## config.mk

```make
export PLATFORM = sky130hd
export DESIGN_NAME = comma_align
export DESIGN_NICKNAME = d
export VERILOG_FILES = /design/src/rtl/serdes_pkg.sv /design/src/rtl/comma_detect.sv /design/src/rtl/comma_align.sv
export SDC_FILE = /design/constraint.sdc
export NUM_CORES = 1
export LEC_CHECK = 0
export CAP_MARGIN = 20
export CELL_PAD_IN_SITES_DETAIL_PLACEMENT = 0
export CELL_PAD_IN_SITES_GLOBAL_PLACEMENT = 1
export CORE_UTILIZATION = 49
export DETAILED_ROUTE_END_ITERATION = 16
export PLACE_DENSITY_LB_ADDON = 0.1
export SYNTH_ARGS = -nofsm -noshare
export SYNTH_HDL_FRONTEND = slang
export SYNTH_HIERARCHICAL = 1
export SYNTH_SLANG_ARGS = --single-unit
```

## constraint.sdc

```tcl
create_clock -name reloj -period 5.2 [get_ports reloj]
set_clock_uncertainty 0.05 [all_clocks]
set_input_delay 1.04 -clock reloj [delete_from_list [all_inputs] [get_ports reloj]]
set_output_delay 1.04 -clock reloj [all_outputs]
set_load 0.03 [all_outputs]
```

## src/rtl/serdes_pkg.sv

```systemverilog
// Shared 8b/10b receive definitions: K28.5 code points and the alignment FSM encoding.
package serdes_pkg;

    localparam int unsigned WORD_BITS = 10;

    // K28.5 in both running disparities, bit 0 = first bit on the line.
    localparam logic [9:0] K28_5_RDN = 10'h17C;
    localparam logic [9:0] K28_5_RDP = 10'h283;

    typedef enum logic [1:0] {
        HUNT   = 2'd0,
        SYNC   = 2'd1,
        LOCKED = 2'd2
    } align_state_e;

    // True when a 10-bit window holds K28.5 of either disparity.
    function automatic logic is_k28_5(input logic [9:0] word);
        return (word == K28_5_RDN) || (word == K28_5_RDP);
    endfunction

endpackage

```

## src/rtl/comma_detect.sv

```systemverilog
// Serial-to-window shifter with polarity correction and K28.5 match flag.
module comma_detect
    import serdes_pkg::*;
(
    input  logic       clk_i,
    input  logic       rst_i,
    input  logic       bit_i,
    input  logic       rxpol_i,
    output logic [9:0] window_o,
    output logic       match_o
);

    logic [9:0] window_q;
    logic [9:0] window_d;

    // Newest bit enters at the top so that after ten shifts bit 0 is the oldest bit.
    always_comb begin
        window_d = {bit_i ^ rxpol_i, window_q[9:1]};
    end

    // Window register; cleared by reset so a partial word never survives it.
    always_ff @(posedge clk_i or posedge rst_i) begin
        if (rst_i) begin
            window_q <= '0;
        end else begin
            window_q <= window_d;
        end
    end

    assign window_o = window_q;
    // Match is taken from the registered window, not the incoming bit.
    assign match_o  = is_k28_5(window_q);

endmodule

```

## src/rtl/comma_align.sv

```systemverilog
// K28.5 comma aligner: hunts for commas, confirms LOCK_COMMAS aligned ones, then emits words.
module comma_align
    import serdes_pkg::*;
#(
    parameter int unsigned LOCK_COMMAS = 3,  // 1..15
    parameter int unsigned MAX_ERR     = 4   // 1..15
) (
    input  logic       reloj,
    input  logic       reset,
    input  logic       data_in,
    input  logic       rxpol,
    output logic [9:0] data_out,
    output logic       data_valid,
    output logic       is_comma,
    output logic       locked
);

    localparam logic [3:0] LockThresh = 4'(LOCK_COMMAS);
    localparam logic [3:0] ErrThresh  = 4'(MAX_ERR);
    localparam logic [3:0] LastPhase  = 4'(WORD_BITS - 1);

    logic [9:0]   window;
    logic         match;

    align_state_e state_q, state_d;
    logic [3:0]   phase_q, phase_d;
    logic [3:0]   comma_cnt_q, comma_cnt_d;
    logic [3:0]   err_cnt_q, err_cnt_d;
    logic [9:0]   data_out_q, data_out_d;
    logic         data_valid_q, data_valid_d;
    logic         is_comma_q, is_comma_d;
    logic         boundary;

    comma_detect u_detect (
        .clk_i    (reloj),
        .rst_i    (reset),
        .bit_i    (data_in),
        .rxpol_i  (rxpol),
        .window_o (window),
        .match_o  (match)
    );

    // Phase 0 means the window currently holds a full word on the locked grid.
    assign boundary = (phase_q == 4'd0);

    // Next-state, counter and output-register logic for the alignment FSM.
    always_comb begin
        state_d      = state_q;
        phase_d      = (phase_q == LastPhase) ? 4'd0 : phase_q + 4'd1;
        comma_cnt_d  = comma_cnt_q;
        err_cnt_d    = err_cnt_q;
        data_out_d   = data_out_q;
        is_comma_d   = is_comma_q;
        data_valid_d = 1'b0;

        case (state_q)
            HUNT: begin
                // Any comma defines the grid; phase 1 is the first bit of the next word.
                if (match) begin
                    phase_d     = 4'd1;
                    comma_cnt_d = 4'd1;
                    state_d     = (LockThresh == 4'd1) ? LOCKED : SYNC;
                end
            end

            SYNC: begin
                if (match) begin
                    if (boundary) begin
                        comma_cnt_d = comma_cnt_q + 4'd1;
                        if (comma_cnt_q + 4'd1 == LockThresh) begin
                            state_d = LOCKED;
                        end
                    end else begin
                        // Comma off the grid: adopt its phase and restart confirmation.
                        phase_d     = 4'd1;
                        comma_cnt_d = 4'd1;
                    end
                end
            end

            LOCKED: begin
                if (boundary) begin
                    data_out_d   = window;
                    is_comma_d   = match;
                    data_valid_d = 1'b1;
                end
                if (match && !boundary) begin
                    if (err_cnt_q + 4'd1 == ErrThresh) begin
                        state_d     = HUNT;
                        phase_d     = 4'd0;
                        comma_cnt_d = 4'd0;
                        err_cnt_d   = 4'd0;
                    end else begin
                        err_cnt_d = err_cnt_q + 4'd1;
                    end
                end else if (match) begin
                    err_cnt_d = 4'd0;
                end
            end

            default: begin
                state_d     = HUNT;
                phase_d     = 4'd0;
                comma_cnt_d = 4'd0;
                err_cnt_d   = 4'd0;
            end
        endcase
    end

    // State, counters and output registers; reset discards everything.
    always_ff @(posedge reloj or posedge reset) begin
        if (reset) begin
            state_q      <= HUNT;
            phase_q      <= 4'd0;
            comma_cnt_q  <= 4'd0;
            err_cnt_q    <= 4'd0;
            data_out_q   <= 10'h000;
            data_valid_q <= 1'b0;
            is_comma_q   <= 1'b0;
        end else begin
            state_q      <= state_d;
            phase_q      <= phase_d;
            comma_cnt_q  <= comma_cnt_d;
            err_cnt_q    <= err_cnt_d;
            data_out_q   <= data_out_d;
            data_valid_q <= data_valid_d;
            is_comma_q   <= is_comma_d;
        end
    end

    assign data_out   = data_out_q;
    assign data_valid = data_valid_q;
    assign is_comma   = is_comma_q;
    assign locked     = (state_q == LOCKED);

endmodule

```

Word-level counts from Yosys, hierarchy flattened
Index checks and enable logic that the tools add are counted.
Word-level totals
  register bits after elaboration: 36
  bits of input ports: 4
Operators by class
  add/subtract/negate cells: 3
  equality and inequality tests: 14
  mux-type cells: 26
  bitwise operators: 2
  reduce and logical (&&, ||, !) cells: 10
Operators with widths (number)
  4-bit two-way mux: 14
  4-bit one-hot mux with 3 select lines: 2
  4-bit by 1-bit adder with 4-bit output (second input constant): 3
  2-bit two-way mux: 6
  10-bit equality test (second input constant): 1
  10-bit by 9-bit equality test with 1-bit output (second input constant): 1
  2-bit inequality test (second input constant): 4
  4-bit one-hot mux with 2 select lines: 1
  2-bit one-hot mux with 3 select lines: 1
  6-bit AND reduction: 1
  4-bit by 2-bit equality test with 1-bit output (second input constant): 1
  4-bit by 3-bit equality test with 1-bit output (second input constant): 1
  4-bit equality test (second input constant): 1
  4-bit zero test: 1
  2-bit by 1-bit inequality test with 1-bit output (second input constant): 2
  2-bit AND reduction: 2
  4-bit AND reduction: 1
  3-bit by 1-bit inequality test with 1-bit output (second input constant): 1
  2-bit by 1-bit equality test with 1-bit output (second input constant): 1
  2-bit equality test (second input constant): 1
  2-bit zero test: 1
  1-bit two-way mux: 2
  2-bit OR reduction: 1
  1-bit logical AND: 1
  4 further kinds: 4

Longest topological paths before layout
  depth in word-level cells: 6
  mapped depth: 7
  mapped depth without buffers: 7

By module
Netlist, hierarchy kept.
Modules (own cells, without submodules)
  comma_align: times used 1, cells each 132, area each 1453.9 µm², seq. area each 650.6 µm²
  comma_detect: times used 1, cells each 28, area each 386.6 µm², seq. area each 250.2 µm²

Worst setup path after synthesis
OpenSTA, ideal clock, no wires.
  kind: register to register
  from: register u_detect.window_q[9], in the netlist u_detect/window_o[9]
  to: register comma_cnt_q[3]
  library setup time: 0.135 ns
  arrival: 1.723 ns
  required time: 5.015 ns
  slack: 3.292 ns
  stages on the path, launching flop included: 8
  path buffers: 1
  period minus slack after synthesis: 1.908 ns
  path through: dfrtp_1 -> nor4b_2 -> nand3b_1 -> o21ai_1 -> clkbuf_1 -> a21bo_2 -> a32oi_1 -> o22ai_1
Between the ends
  cells in the longest elaborated chain, start to end: 5
  elaborated cells between the ends (all ways): 8
  those cells by class: eq/ne (5); reduce/logical (3)
RTL lines
  from (decl): line comma_detect.sv:13  | logic [9:0] window_q;
  from (signal assigned): line comma_detect.sv:26  | window_q <= window_d;
  10-bit by 9-bit equality test with 1-bit output / 10-bit equality test (equally long branches): line serdes_pkg.sv:18  | return (word == K28_5_RDN) || (word == K28_5_RDP);
  1-bit logical OR *: line serdes_pkg.sv:18
  net match: line comma_align.sv:23  | logic match;
  1-bit logical AND: line comma_align.sv:87  | if (match && !boundary) begin
  2-bit by 1-bit inequality test with 1-bit output (no source line)
  4-bit AND reduction (no source line) *
  to (signal assigned): line comma_align.sv:123  | comma_cnt_q <= comma_cnt_d;
  to (decl): line comma_align.sv:27  | logic [3:0] comma_cnt_q, comma_cnt_d;
Mark *: on every way through the listed nets, which the timed path passes. The rest lies on a longest branch.
A chain may end at the register's enable or synchronous reset.

Worst setup path in the final report
  from: register state_q[1]
  to: output port locked
Between the ends
  cells in the longest elaborated chain, start to end: 1
RTL lines
  from (decl): line comma_align.sv:25  | align_state_e state_q, state_d;
  from (signal assigned): line comma_align.sv:121  | state_q <= state_d;
  2-bit equality test: line comma_align.sv:134  | assign locked = (state_q == LOCKED);
  to (decl): line comma_align.sv:15  | output logic locked
Every way passes these cells.

==> results.yml <==
floorplan:
  fp.dieW_um: 63.3
  die_height_um: 63.3
  die_area_um2: 4000
  initial_core_util_pct: 53.1
  boundaryPins: 17
  row_count: 21
  core_area_um2: 3470
critical_path:
  required_ns: 4.11
  crit_chain: "nor2b_1 -> clkdlybuf4s50_1"
  crit_slowest_cell: "clkdlybuf4s50_1"
  path_max_fanout: 12
  cp-end-kind: "primary output"
  r2r_setup_slack_ns: 2.66
  slowest_delay_ns: 0.78
  path_class: "reg2out"
  startpoint_type: "register"
  cp_data_arrival_time_ns: 2.17
synth:
  synth-seq-cells: 36
  netlist_instances: 160
  synth.yosys.seq_area_share_pct: 48.9
  synth_edf_count: 0
  synthArstFlopShare_pct: 100
  synth-main-ff-cell: "dfrtp_1"
  synth_cell_types: 47
  yosysWarnings: 6
  synth_nets: 171
  syn-cell-area_um2: 1840
  avgSynthCellArea_um2: 11.5
timing:
  max_freq_mhz: 307
  rsz0062_at_grt: "no"
  worst_slew_pin_slew_ns: 0.946
  finalSetupTns_ns: 0
  max-slew-margin-rel_pct: 36.5
  timing.final.crit_share_pct: 62.7
  finalSetupViolCount: 0
  timing.final.hold_violations: 0
  slew_viol_final: 0
  fin_crit_ns: 3.26
routing:
  wl_per_cell_um: 14.2
  drtIter0Drc: 52
  drt_pass1_iterations: 4
  routed_wirelength_um: 3090
  detail-route-antenna-nets: 0
  drc_errors: 0
  vias: 1174
  viasPerCell: 5.41
place:
  io_buffers: 16
  place_congestion: 0.796
  dp_hpwl_um: 2130
  dp_cells: 208
cts:
  cts_root_buf: "clkbuf_8"
  clockBufferDepth: 2
  worstSkewPairLatency_ns: 0.28
  hold_buffers: 0
  cts_made_buffers: 5
  post-cts-setup-buffer-count: 0
  cts_resized: 0
  cts_tree: "built"
  clock_sinks: 36
  clkTransAtPathRegs_ns: 0.07
  htreeDepth: 2
global_routing:
  antenna_found_initial: 0
  grt_usage_pct: 18.2
  grt_pass1_vias: 1140
  grt_max_degree: 27
  grt_pass1_wl_um: 5460
  overflow: 0
final_layout:
  nets: 181
  fillers: 304
  mostFrequentLayoutCell: "dfrtp_1"
  diodes: 0
  flow.area_growth_from_synthesis_pct: 12.2
  mostFrequentLayoutCells: "dfrtp_1 (36), clkdlybuf4s50_1 (16), nand2_1 (13), mux2_4 (9), inv_1 (8)"
  final_layout_size_suffix_gt1_share_pct: 17.0
  fin_cells: 217
power_and_ir_drop:
  leakage_uw: 0.000941
  ir_drop_mv: 0.146
  powerDensity_nw_per_um2: 289
flow_run:
  maxCapViolCount: 0
hold_path:
  hp-class: "reg2reg"
status:
  status: "complete, no violations"
synthesized netlist by cell type (3+ instances only):
master | n | area (um^2)
dfrtp_1 | 36 | 901
nand2_1 | 13 | 48.8
buf_4 | 9 | 67.6
mux2_4 | 9 | 135
inv_1 | 8 | 30.0
ha_1 | 7 | 87.6
nor2_1 | 6 | 22.5
nand3_1 | 5 | 25.0
o21ai_0 | 5 | 25.0
nor3b_1 | 4 | 30.0
a32oi_1 | 3 | 26.3
clkbuf_1 | 3 | 11.3
nand2b_1 | 3 | 18.8
nand3b_1 | 3 | 22.5
nand4_1 | 3 | 18.8
cells by family after synthesis:
group,after synthesis,synth area share (%)
and+or+nand+nor,53,17.9
DFF,36,48.9
AOI/OAI and AO/OA,29,12.0
buffers and inverters,22,6.80
muxes,11,8.57
adders and majority gates,7,4.76
xor gates and xnor gates,2,0.952
registers in the layout, summed over array words and instances (netlist names):
signal / count
comma_cnt_q: 4
is_comma: 1
state_q: 2
u_detect/window_o: 10
data_valid: 1
err_cnt_q: 4
phase_q: 4
data_out: 10
path summary, 6_finish.rpt:
kind                                      start                    to  cells past startpoint
min in group asynchronous                 reset  u_detect/window_o[8]                      2
min reg2reg                u_detect/window_o[7]  u_detect/window_o[6]                      0
max in group asynchronous                 reset          err_cnt_q[0]                      3
max                                  state_q[1]                locked                      2
min                        u_detect/window_o[7]  u_detect/window_o[6]                      0
max reg2reg                u_detect/window_o[9]          err_cnt_q[3]                      6
per-layer routing:
layer,share of wire (%),up-vias,track usage [%]
met5,0,-,0
met4,1.1,0,6.82
met3,3.7,4,5.98
met2,45,23,26.9
met1,50,560,24.8
li1,-,587,-
where the power goes:
group          internal (uW)  switching (uW)  total, uW
combinational           38.4            31.6       70.0
sequential               302            28.6        330
clock                   93.3             103        196
total                    434             163        597
area by class of cell:
class / instances / area [um^2] / area share (%)
clock buffer: 5 / 68.8 / 3.33
clock inverter: 3 / 18.8 / 0.909
inverter: 8 / 30.0 / 1.45
multi-input combinational: 102 / 815 / 39.4
sequential: 36 / 901 / 43.6
tap: 46 / 57.6 / 2.79
timing repair buffer: 17 / 175 / 8.48
metrics by stage:
| step | hold slack (ns) | cell area, um^2 | util [%] | setup WS (ns) | power [uW] |
|---|---|---|---|---|---|
| 2_1_floorplan | 0.329 | 1840 | - | 3.29 | 395 |
| 3_3_place_gp | 0.349 | 1960 | 56.6 | 2.31 | 403 |
| 3_5_place_dp | 0.350 | 1960 | 56.6 | 2.25 | 406 |
| 4_1_cts | 0.366 | 2050 | 59.1 | 1.92 | 602 |
| 5_1_grt | 0.395 | 2070 | 59.6 | 1.81 | 635 |
| 6_report | 0.359 | 2070 | 59.6 | 1.94 | 597 |
critical path: cells and delay by family (launching register included):
kind,cells,cell delay [ns]
flip-flops,1,0.56
AND/OR/NAND/NOR,1,0.55
buffers and inverters,1,0.78
No activity file was read; power rests on OpenSTA's default activity.
